$ cat src/rtl/inst_fetch_buffer_if.sv
// Fetch-buffer bus: redirect input, instruction-memory request/ack port,
// and the valid/ready instruction stream toward decode.
interface inst_fetch_buffer_if;
    logic        redirect_valid;
    logic [31:0] redirect_pc;
    logic        imem_req;
    logic [31:0] imem_addr;
    logic        imem_ack;
    logic [31:0] imem_rdata;
    logic        inst_valid;
    logic [31:0] inst;
    logic [31:0] inst_pc;
    logic        inst_ready;

    modport slave (
        input  redirect_valid, redirect_pc, imem_ack, imem_rdata, inst_ready,
        output imem_req, imem_addr, inst_valid, inst, inst_pc
    );

    modport master (
        output redirect_valid, redirect_pc, imem_ack, imem_rdata, inst_ready,
        input  imem_req, imem_addr, inst_valid, inst, inst_pc
    );
endinterface

$ cat src/rtl/inst_fetch_buffer.sv
// Request/ack instruction fetch engine feeding a small FIFO toward decode.
// Optional FETCH_BYPASS_EN: an ack into an empty FIFO is presented in the same cycle.
module inst_fetch_buffer #(
    parameter int          DEPTH    = 4,
    parameter logic [31:0] RESET_PC = 32'h0
) (
    input logic                  i_clk,
    input logic                  i_reset,
    inst_fetch_buffer_if.slave   bus
);
    localparam int PTR_W = $clog2(DEPTH);
    localparam int CNT_W = PTR_W + 1;
    localparam logic [CNT_W-1:0] FULL = CNT_W'(DEPTH);

    typedef enum logic [1:0] {S_FETCH, S_HOLD, S_DISCARD} state_t;

    typedef struct packed {
        logic [31:0] pc;
        logic [31:0] inst;
    } entry_t;

    state_t           r_state;
    logic [31:0]      r_fetch_pc;
    logic [CNT_W-1:0] r_count;
    logic [PTR_W-1:0] r_wptr;
    logic [PTR_W-1:0] r_rptr;
    logic             r_imem_req;
    logic [31:0]      r_imem_addr;
    entry_t           r_mem [DEPTH];

    state_t           w_state_next;
    logic [31:0]      w_fetch_pc_next;
    logic [CNT_W-1:0] w_count_next;
    logic             w_push;
    logic             w_pop;
    logic             w_ack;
    logic             w_head_valid;
    logic             w_byp_take;

    assign w_ack        = r_imem_req & bus.imem_ack;
    assign w_head_valid = (r_count != '0);

`ifdef FETCH_BYPASS_EN
    logic w_byp;
    assign w_byp          = ~w_head_valid & (r_state == S_FETCH) & w_ack & ~bus.redirect_valid;
    assign w_byp_take     = w_byp & bus.inst_ready;
    assign bus.inst_valid = w_head_valid | w_byp;
    assign bus.inst       = w_byp ? bus.imem_rdata : r_mem[r_rptr].inst;
    assign bus.inst_pc    = w_byp ? r_fetch_pc     : r_mem[r_rptr].pc;
`else
    assign w_byp_take     = 1'b0;
    assign bus.inst_valid = w_head_valid;
    assign bus.inst       = r_mem[r_rptr].inst;
    assign bus.inst_pc    = r_mem[r_rptr].pc;
`endif

    assign bus.imem_req  = r_imem_req;
    assign bus.imem_addr = r_imem_addr;

    always_comb begin
        w_state_next    = r_state;
        w_fetch_pc_next = r_fetch_pc;
        w_count_next    = r_count;
        w_push          = 1'b0;
        w_pop           = 1'b0;
        if (bus.redirect_valid) begin
            // Flush wins over push/pop; an unacked request must drain before refetch.
            w_count_next    = '0;
            w_fetch_pc_next = bus.redirect_pc;
            if (r_state == S_DISCARD)
                w_state_next = w_ack ? S_FETCH : S_DISCARD;
            else if (r_imem_req && !bus.imem_ack)
                w_state_next = S_DISCARD;
            else
                w_state_next = S_FETCH;
        end else begin
            w_pop = w_head_valid & bus.inst_ready;
            case (r_state)
                S_FETCH: begin
                    if (w_ack) begin
                        w_push          = ~w_byp_take;
                        w_fetch_pc_next = r_fetch_pc + 32'd4;
                    end
                end
                S_DISCARD: begin
                    if (w_ack) w_state_next = S_FETCH;
                end
                default: ;
            endcase
            w_count_next = r_count + CNT_W'(w_push) - CNT_W'(w_pop);
            if (r_state != S_DISCARD)
                w_state_next = (w_count_next == FULL) ? S_HOLD : S_FETCH;
        end
    end

    always_ff @(posedge i_clk) begin
        if (!i_reset) begin
            r_state     <= S_FETCH;
            r_fetch_pc  <= RESET_PC;
            r_count     <= '0;
            r_wptr      <= '0;
            r_rptr      <= '0;
            r_imem_req  <= 1'b0;
            r_imem_addr <= RESET_PC;
        end else begin
            r_state    <= w_state_next;
            r_fetch_pc <= w_fetch_pc_next;
            r_count    <= w_count_next;
            if (bus.redirect_valid) begin
                r_wptr <= '0;
                r_rptr <= '0;
            end else begin
                if (w_push) r_wptr <= r_wptr + 1'b1;
                if (w_pop)  r_rptr <= r_rptr + 1'b1;
            end
            // Request is held through DISCARD so the address never changes mid-request.
            r_imem_req <= (w_state_next != S_HOLD);
            if (w_state_next == S_FETCH)
                r_imem_addr <= w_fetch_pc_next;
        end
    end

    always_ff @(posedge i_clk) begin
        if (w_push)
            r_mem[r_wptr] <= '{pc: r_fetch_pc, inst: bus.imem_rdata};
    end
endmodule

$ cat src/flat_wrapper.sv
// flat-port wrapper written by rule: the top's interface ports become plain ports
module inst_fetch_buffer_flat 
#(
    parameter int          DEPTH    = 4,
    parameter logic [31:0] RESET_PC = 32'h0
)
  (i_clk, i_reset, bus_redirect_valid, bus_redirect_pc, bus_imem_ack, bus_imem_rdata, bus_inst_ready, bus_imem_req, bus_imem_addr, bus_inst_valid, bus_inst, bus_inst_pc);
  inst_fetch_buffer_if bus_i ();
  input logic i_clk;
  input logic i_reset;
  input wire logic [$bits(bus_i.redirect_valid)-1:0] bus_redirect_valid;
  input wire logic [$bits(bus_i.redirect_pc)-1:0] bus_redirect_pc;
  input wire logic [$bits(bus_i.imem_ack)-1:0] bus_imem_ack;
  input wire logic [$bits(bus_i.imem_rdata)-1:0] bus_imem_rdata;
  input wire logic [$bits(bus_i.inst_ready)-1:0] bus_inst_ready;
  output wire logic [$bits(bus_i.imem_req)-1:0] bus_imem_req;
  output wire logic [$bits(bus_i.imem_addr)-1:0] bus_imem_addr;
  output wire logic [$bits(bus_i.inst_valid)-1:0] bus_inst_valid;
  output wire logic [$bits(bus_i.inst)-1:0] bus_inst;
  output wire logic [$bits(bus_i.inst_pc)-1:0] bus_inst_pc;
  assign bus_i.redirect_valid = bus_redirect_valid;
  assign bus_i.redirect_pc = bus_redirect_pc;
  assign bus_i.imem_ack = bus_imem_ack;
  assign bus_i.imem_rdata = bus_imem_rdata;
  assign bus_i.inst_ready = bus_inst_ready;
  assign bus_imem_req = bus_i.imem_req;
  assign bus_imem_addr = bus_i.imem_addr;
  assign bus_inst_valid = bus_i.inst_valid;
  assign bus_inst = bus_i.inst;
  assign bus_inst_pc = bus_i.inst_pc;
  inst_fetch_buffer #(.DEPTH(DEPTH), .RESET_PC(RESET_PC)) u_core (.i_clk(i_clk), .i_reset(i_reset), .bus(bus_i));
endmodule
$ cat config.mk
export PLATFORM = sky130hd
export DESIGN_NAME = inst_fetch_buffer_flat
export DESIGN_NICKNAME = d
export VERILOG_FILES = /design/src/rtl/inst_fetch_buffer_if.sv /design/src/rtl/inst_fetch_buffer.sv /design/src/flat_wrapper.sv
export SDC_FILE = /design/constraint.sdc
export NUM_CORES = 1
export LEC_CHECK = 0
export BUFFER_PORTS_ARGS = -buffer_cell sky130_fd_sc_hd__buf_2
export CORE_ASPECT_RATIO = 1.25
export CORE_UTILIZATION = 35
export CTS_CLUSTER_DIAMETER = 100
export DETAILED_ROUTE_END_ITERATION = 6
export PLACE_DENSITY = 0.62
export RECOVER_POWER = 25
export SYNTH_ARGS = -nofsm -noshare
export SYNTH_HDL_FRONTEND = slang
export SYNTH_SLANG_ARGS = --single-unit
$ cat constraint.sdc
create_clock -name i_clk -period 5 [get_ports i_clk]
set_clock_uncertainty 0.1 [all_clocks]
set_input_delay 1 -clock i_clk [delete_from_list [all_inputs] [get_ports i_clk]]
set_output_delay 1 -clock i_clk [all_outputs]
set_load 0.01 [all_outputs]
-- Word-level counts from Yosys, hierarchy flattened
Memory sizes are Yosys's and may differ from the RTL's. A register that Yosys moved wholly into a read port is not among the register bits.
Cells that the tools add are included.
- add/subtract/negate cells: 5
- $mul: 0
- div/mod/pow operators: 0
- $lt $le $gt $ge: 0
- eq/ne operators: 4
- shift-type cells: 0
- multiplexer cells: 20
- bitwise operators: 3
- reductions and logical operators: 6
- operator list (operator ; count):
    $mux 32 ; 3
    $add 32x3->32 const B ; 1
    $mux 2 ; 9
    $mux 1 ; 8
    $add 2x1->2 const B ; 2
    $logic_not 2->1 ; 2
    $add 3x1->3 ; 1
    $eq 3x3->1 const B ; 1
    $reduce_bool 3->1 ; 1
    $sub 3x1->3 ; 1
    $and 1x1->1 ; 2
    $eq 2x2->1 const B ; 1
    $ne 2x1->1 const B ; 1
    $ne 2x2->1 const B ; 1
    $reduce_or 2->1 ; 1
    $logic_and 1x1->1 ; 1
    $logic_not 1->1 ; 1
    $not 1->1 ; 1
- register bits after elaboration: 74
- bits in latches: 0
- bits in writable memories: 256
- bits in read-only memories: 0
- output and inout bits: 98
- memories: 1
- memory list (memory ; depth ; width ; rd ports ; clocked after memory_dff ; wr ports ; line ; RTL):
    u_core.r_mem ; 4 ; 64 ; 1 ; 1 ; 1 ; inst_fetch_buffer.sv:29 ; entry_t r_mem [DEPTH];

-- Logic depth before layout (Yosys ltp)
Gate-level depths: netlist of the first run.
- depth in word-level cells: 11
- mapped depth: 14

-- Worst setup path before layout of the first run
OpenSTA, ideal clock, no wires.
- kind: in2reg
- start point: in bus_redirect_valid
- end point: mem u_core.r_mem[3][0] in the netlist's numbering, enable pin
- library setup time: 0.429 ns
- arrival time: 3.391 ns
- data required time: 4.471 ns
- slack: 1.080 ns
- stages on the path: 5
- cell sequence: clkbuf_1 > inv_1 > clkbuf_1 > clkbuf_1 > and3_1
- cells in the longest elaborated chain, start to end: 3
- ends and longest elaborated chain (what ; line ; RTL):
    from (decl) ; flat_wrapper.sv:11 ; input wire logic [$bits(bus_i.redirect_valid)-1:0] bus_redirect_valid;
    $mux 1 ; inst_fetch_buffer.sv:66 ; if (bus.redirect_valid) begin
    $mux 1 ; inst_fetch_buffer.sv:124 ; if (w_push)
    $mux 1 (not written as such) ; inst_fetch_buffer.sv:125 ; r_mem[r_wptr] <= '{pc: r_fetch_pc, inst: bus.imem_rdata};
    to (decl) ; inst_fetch_buffer.sv:29 ;
No other way between the ends.

==> results.md, run 1 <==
- FF-to-FF End: u_core.bus.imem_addr[27]$_SDFFE_PN0N_
- Post-synth design cell area: ~13,000 sq um
- Die ar.: 37,500 sq um
- Crit path required time: 3.90 ns
- Hold_ws: 0.365 ns
- Critical path peak fanout: 33
- Worst Path Arrival: 2.56 ns
- CTS H-Tree Depth: 2
- Leak: 5.28 nW
- Die Ht: between 200 and 250 microns
- Hold-fix buffers at CTS: 0
- I/O pin cnt: between 150 and 200
- Largest net degree at the start of global routing: 55
- Slew headroom: 0.397
- Area grow syn2layout: 20.1%
- ANT cells: 0
- GPL Wtd Cong: 0.748
- Die Wd: ~170 microns
- Sequential cell area fraction in the yosys report: 0.717
- Status: finished, final reports clean
- EDFF count, synth: 256
- Clock share of power: 0.423
- Post-CTS repair timing setup buffer count: 0
- Synthesized Nets: 834
- Clock Path Buffers: 3
- #FFs+latches synth: 332
- Core Footprint: 36,200 sq um
- Routed vias/inst: approximately 5
- Sw Ratio: 0.223
- Port-buffer cells: 166
- Share of cells above drive strength 1: 0.322
- Crit start category: register
- Fin nets: about 1,000
- Kind of critical path: reg -> out
- Post-route minimum period: 3.66 ns
- Num CTS Buffers: 36
- Antenna viol nets, final: 0
- Reg clk slew, reported paths: 0.06 ns
- Ys Warns: 0
- Fraction of registers with async set/reset: 0
- Final slew viol count: 0
- Top cell type's share of synthesized area: 0.599
- Total number of vias: 7,228
- PD cells: 398 nW/um^2
- Initial antenna violation count: 0
- CTS Sinks: 332
- Synth Instances: 757
- Total congestion overflow: 0
- Switch Pwr: approximately 1.4 mW
- Final setup viols: 0
- Leading register cell type out of synthesis: edfxtp_1
- All-Layer GR Usage: 0.157
- Fin util: 0.426
- Area leader, netlist: edfxtp_1
- R2r worst-path depth: 13
- Worst-Margin Slew: 0.905 ns
- Clock Latency Late Sink: 0.52 ns
- Max_cap viols: 0
- Row count: 78
- Top post-synthesis cells by area: edfxtp_1 (60%), dfxtp_1 (12%), mux4_2 (11%)
- RSZ-0062 raised after global routing: false
- Initial Utilization: 0.355
- Hold WC Path Type: reg -> reg
- CTS tree: yes
- Fmax: 273 MHz
- Crit path capture: bus_inst[25]
- Post-Route WL: between 20 and 30 mm
- CP endpoint kind: output pin
- Setup TNS: 0 ns
- Int Pwr: between 4 and 5 mW
- Number of global-route vias before repair: 7,448
- Syn Area/Cell: 17.0 sq um
- DR pass1 iterations: 4
- Initial DRC Count: 412
- HPWL Detailed: 18.7 mm
- Netlist cell types: 56
- Worst R2R Start: u_core.r_count[1]$_SDFF_PP0_
- Final worst-path cycle share: 0.732
- Clk Tree Root Cell: clkbuf_16
- Fin cells: approximately 1,400
- Flop2flop setup slack: 1.35 ns
- CTS resizes: 0
- Seq pwr share: 0.510
- Combinational share of power: 0.067
- WL/cell: 20.5 microns
- Maximum vdd drop: 0.215 mV
- Hold Vio Cnt, Final: 0
- Inst Count DP: roughly 1,400
- First-pass GRT wire length: 44.5 mm
- DRC: 0
[cell usage in the layout (no fill, tap or decap), types with 4 or more instances in the layout]
| cell | synthesis | layout |
|---|---|---|
| clkbuf_1 | 28 | 24 |
| a211oi_1 | 6 | 6 |
| o21ai_0 | 22 | 22 |
| o211ai_1 | 5 | 5 |
| a21oi_1 | 8 | 8 |
| buf_2 | 8 | 151 |
| and2_1 | 11 | 11 |
| inv_1 | 11 | 11 |
| nand2_1 | 33 | 33 |
| edfxtp_1 | 256 | 256 |
| clkbuf_16 | 0 | 39 |
| o31ai_1 | 16 | 16 |
| mux2i_1 | 6 | 6 |
| nor2b_1 | 7 | 7 |
| dfxtp_1 | 76 | 74 |
| ha_1 | 7 | 7 |
| nand4_1 | 9 | 9 |
| o211a_1 | 4 | 4 |
| nor3_1 | 10 | 10 |
| clkinv_1 | 1 | 5 |
| mux2_2 | 5 | 5 |
| nand2b_1 | 9 | 9 |
| buf_4 | 0 | 12 |
| nor4_1 | 12 | 12 |
| mux4_2 | 64 | 64 |
| or4_1 | 4 | 4 |
| xnor2_1 | 8 | 8 |
| and3_1 | 11 | 7 |
| nor2_1 | 43 | 43 |
| xor2_1 | 4 | 4 |
| and3_4 | 1 | 5 |
| nand3_1 | 23 | 23 |
[worst min-delay path by stage]
stage	from	end	slack, ns	depth (start not counted)
final	u_core.bus.imem_addr[11]$_SDFFE_PN0N_	u_core.bus.imem_addr[11]$_SDFFE_PN0N_	0.36	2
after global routing	u_core.bus.imem_addr[23]$_SDFFE_PN0N_	u_core.bus.imem_addr[23]$_SDFFE_PN0N_	0.40	2
after CTS	u_core.bus.imem_addr[11]$_SDFFE_PN0N_	u_core.bus.imem_addr[11]$_SDFFE_PN0N_	0.37	2
after detailed placement	u_core.bus.imem_addr[11]$_SDFFE_PN0N_	u_core.bus.imem_addr[11]$_SDFFE_PN0N_	0.36	2
after global placement	u_core.bus.imem_addr[30]$_SDFFE_PN0N_	u_core.bus.imem_addr[30]$_SDFFE_PN0N_	0.35	2
after floorplan	u_core.r_fetch_pc[0]$_SDFF_PN0_	u_core.r_mem[0][32]$_DFFE_PP_	0.36	0
[synthesized netlist by cell type, drive strengths merged (5+ instances only)]
library cell	n
edfxtp	256
dfxtp	76
mux4	64
nor2	43
nand2	33
clkbuf	28
nand3	26
o21ai	22
o31ai	16
buf	15
nor4	14
and3	13
and2	11
inv	11
nor3	10
nand2b	9
nand4	9
a21oi	8
xnor2	8
ha	7
nor2b	7
a211oi	6
mux2i	6
mux2	5
o211ai	5
o31a	5
or4	5
[metrics by stage]
step	worst slack, ns	power (mW)	area [sq um]
finish	1.34	6.14	15400
global route	1.10	6.36	15400
CTS	1.21	6.23	15400
detailed placement	0.853	3.61	14300
global placement	0.998	3.60	14300
floorplan	1.08	3.41	12800
[area by class of cell]
class | instances | area, sq um
fillers | 3264 | 20800
flip-flops and latches | 332 | 9220
multi-input cells | 370 | 3430
clock buffers | 49 | 1020
repair buffers | 181 | 962
well taps | 480 | 601
clock inverters | 14 | 143
inverters | 12 | 45.0
[critical path: stages, from the launching register on]
cell and delay, ns:
dfxtp_4 0.82, buf_4 0.45, mux4_2 0.56, buf_2 0.16
[state kept, by name, indices dropped and copies added (netlist names), named ones only]
| signal | cells |
|---|---|
| u_core.r_rptr | 2 |
| u_core.r_state | 2 |
| u_core.r_mem | 256 |
| u_core.r_fetch_pc | 32 |
| u_core.r_count | 3 |
| u_core.r_wptr | 2 |
| u_core.bus.imem_req | 1 |
| u_core.bus.imem_addr | 32 |
[layer usage]
| metal | GRT usage | wire length (microns) | vias to the layer above |
|---|---|---|---|
| met5 | 0 | 0 | - |
| met4 | 0.0599 | 854 | 0 |
| met3 | 0.0253 | 1200 | 44 |
| met2 | 0.277 | 14900 | 200 |
| met1 | 0.194 | 12600 | 3633 |
| li1 | - | - | 3351 |
[power groups by stage]
stage | clock network [mW] | registers (mW) | logic, mW
final | 2.60 | 3.13 | 0.409
after global routing | 2.76 | 3.15 | 0.451
after CTS | 2.67 | 3.14 | 0.421
after detailed placement | 0 | 3.19 | 0.419
after global placement | 0 | 3.19 | 0.411
after floorplan | 0 | 3.17 | 0.236
[cell families after synthesis]
logic type	count (synthesis)	synth area share
buffers and inverters	55	0.0169
adders and majority gates	8	0.00838
AOI/OAI and AO/OA	80	0.0441
xor gates and xnor gates	13	0.00994
DFF	332	0.717
and+or+nand+nor	194	0.0821
muxes	75	0.121
Note: power is estimated with default switching activity, not from simulation.
==> inputs of run 2 (changes only) <==
- PLACE_DENSITY: 0.62 -> 0.64
- clock period: 5 -> 2.95 ns (I/O delays scaled with it)
==> results.md, run 2 (synthesis results as in run 1) <==
- Post-Route WL: 30.4 mm (was 29.5 mm)
- RSZ-0062 raised after global routing: true (was false)
- Final setup viols: 30 (was 0)
- Flop2flop setup slack: -0.14 ns (was 1.35 ns)
- Die Wd: 173 microns (unchanged)
- Num CTS Buffers: 36 (unchanged)
- Total number of vias: 7,471 (was 7,228)
- Most frequent cells in the layout: edfxtp_1 (256), buf_2 (134), dfxtp_1 (72) (was edfxtp_1 (256), buf_2 (151), dfxtp_1 (74))
- Die Ht: 216 microns (unchanged)
- Commonest non-fill, non-tap cell in the layout: edfxtp_1 (unchanged)
- Fin cells: 1,478 (was 1,438)
- Die ar.: 37,500 sq um (unchanged)
- Critical path peak fanout: 6 (was 33)
- Reg clk slew, reported paths: 0.06 ns (about the same)
- First-pass GRT wire length: 45.8 mm (was 44.5 mm)
- Initial DRC Count: 399 (was 412)
- Top reg by flops: u_core.r_mem (unchanged)
- Crit path required time: 3.26 ns (was 3.90 ns)
- GPL Wtd Cong: 0.767 (was 0.748)
- Clock Latency Late Sink: 0.52 ns (about the same)
- Final slew viol count: 0 (unchanged)
- Status: complete, but fails checks (was finished, final reports clean)
- Port-buffer cells: 166 (unchanged)
- Final setup margin: -0.136 ns (was 1.34 ns)
- Setup TNS: -2.42 ns (was 0 ns)
- Max_cap viols: 0 (unchanged)
- DR pass1 iterations: 4 (unchanged)
- CTS tree: yes (unchanged)
- Total congestion overflow: 0 (unchanged)
- HPWL Detailed: 19.5 mm (was 18.7 mm)
- Hold Vio Cnt, Final: 0 (unchanged)
- Routed vias/inst: 5.05 (was 5.03)
- I/O pin cnt: 167 (unchanged)
- Max reg flops: 256 (unchanged)
- All-Layer GR Usage: 0.162 (was 0.157)
- Clock Path Buffers: 3 (unchanged)
- Fin nets: 1,049 (was 1,010)
- Core Footprint: 36,200 sq um (unchanged)
- Worst Path Arrival: 3.40 ns (was 2.56 ns)
- Initial Utilization: 0.355 (unchanged)
- Slew headroom: 0.573 (was 0.397)
- Clk Tree Root Cell: clkbuf_16 (unchanged)
- Crit start category: register (unchanged)
- Final worst-path cycle share: 1.05
- Largest net degree at the start of global routing: 38 (was 55)
- Leak: 5.55 nW (was 5.28 nW)
- DRC: 0 (unchanged)
- Number of global-route vias before repair: 7,540 (was 7,448)
- Fmax: 324 MHz
- Crit path cell chain: or3_4 -> and2_4 -> ha_4 -> inv_2 -> ha_4 -> inv_2 -> fa_1 -> nand2b_1 -> nor4_4 -> buf_4 -> or2_4 -> buf_12 -> nor2_4 -> o2bb2ai_1 (was buf_4 -> mux4_2 -> buf_2)
- WL/cell: 20.5 microns (about the same)
- ANT cells: 0 (unchanged)
- Worst-Margin Slew: 0.638 ns (was 0.905 ns)
- CTS H-Tree Depth: 2 (unchanged)
- Slowest stage delay, CP: 0.49 ns (was 0.82 ns)
- Maximum vdd drop: 0.311 mV (was 0.215 mV)
- Failing checks: negative setup slack
- Row count: 78 (unchanged)
- Area grow syn2layout: 25.4% (was 20.1%)
- Hold WC Path Type: in -> reg (was reg -> reg)
- Crit-path slowest cell: fa_1 (was dfxtp_4)
- Inst Count DP: 1,399 (was 1,375)
- Kind of critical path: reg -> reg (was reg -> out)
- Share of cells above drive strength 1: 0.375 (was 0.322)
- CP endpoint kind: register (was output pin)
- Antenna viol nets, final: 0 (unchanged)
- PD cells: 661 nW/um^2 (was 398 nW/um^2)
- CTS Sinks: 332 (unchanged)
- Post-route minimum period: 3.09 ns
- Initial antenna violation count: 0 (unchanged)
## run 2: cell types whose count changed in the layout (fill, tap and decap cells not counted), sizes merged
cell / change
clkinv: +3
buf: +17
or2: +2
inv: -1
clkbuf: +19
bufinv: +1
clkinvlp: -1
## run 2: worst max-delay path, delay by kind of cell, from the launching register on
family,cells,cell delay [ns]
AOI/OAI and AO/OA,1,0.12
adders and majority gates,3,0.81
buffers and inverters,4,0.44
DFF,1,0.32
and+or+nand+nor,6,1.20
## run 2: final cells by class
cell class                 count  area (sq um)
clock buffer                  48           977
sequential                   332          9220
timing repair buffer         218          1420
clock inverter                16           163
fill                        3201         20100
multi-input combinational    372          3680
tap                          480           601
inverter                      12          45.0
## run 2: stage by stage
step	power, mW	cell area, sq um	hold slack, ns	setup slack (ns)	util
2_1_floorplan	5.80	12900	0.359	-0.0573	-
3_3_place_gp	6.18	14600	0.344	-0.127	0.404
3_5_place_dp	6.20	14600	0.349	-0.179	0.404
4_1_cts	10.7	16000	0.156	-0.111	0.441
5_1_grt	11.0	16100	0.234	-0.222	0.445
6_report	10.6	16100	0.238	-0.136	0.445
## run 2: power breakdown
| part | internal [mW] | total (mW) | switching [mW] | leakage, nW |
|---|---|---|---|---|
| combinational | 0.458 | 0.968 | 0.510 | 2.03 |
| sequential | 5.18 | 5.30 | 0.126 | 2.96 |
| clock | 2.60 | 4.38 | 1.78 | 0.557 |
## run 2: final timing paths
path | from | to | depth (start not counted)
max reg2reg | u_core.r_count[0]$_SDFF_PP0_ | u_core.bus.imem_addr[10]$_SDFFE_PN0N_ | 14
max | u_core.r_count[0]$_SDFF_PP0_ | u_core.bus.imem_addr[10]$_SDFFE_PN0N_ | 14
min | bus_imem_rdata[29] | u_core.r_mem[1][29]$_DFFE_PP_ | 1
min reg2reg | u_core.bus.imem_addr[19]$_SDFFE_PN0N_ | u_core.bus.imem_addr[19]$_SDFFE_PN0N_ | 2
## run 2: timing repair
item | CTS | global route
hold buffers | 0 | 0
setup buffers | 7 | 2
resized for setup | 34 | 23
gates cloned | 2 | 4
endpoints found under the setup margin | 46 | 32
pin swaps | 16 | 5
## run 2: routing by layer
metal / global-route usage / wire (microns) / vias to the layer above
li1: - / - / 3439
met1: 0.209 / 13000 / 3779
met2: 0.273 / 15100 / 199
met3: 0.0293 / 1400 / 54
met4: 0.0587 / 817 / 0
met5: 0 / 0 / -
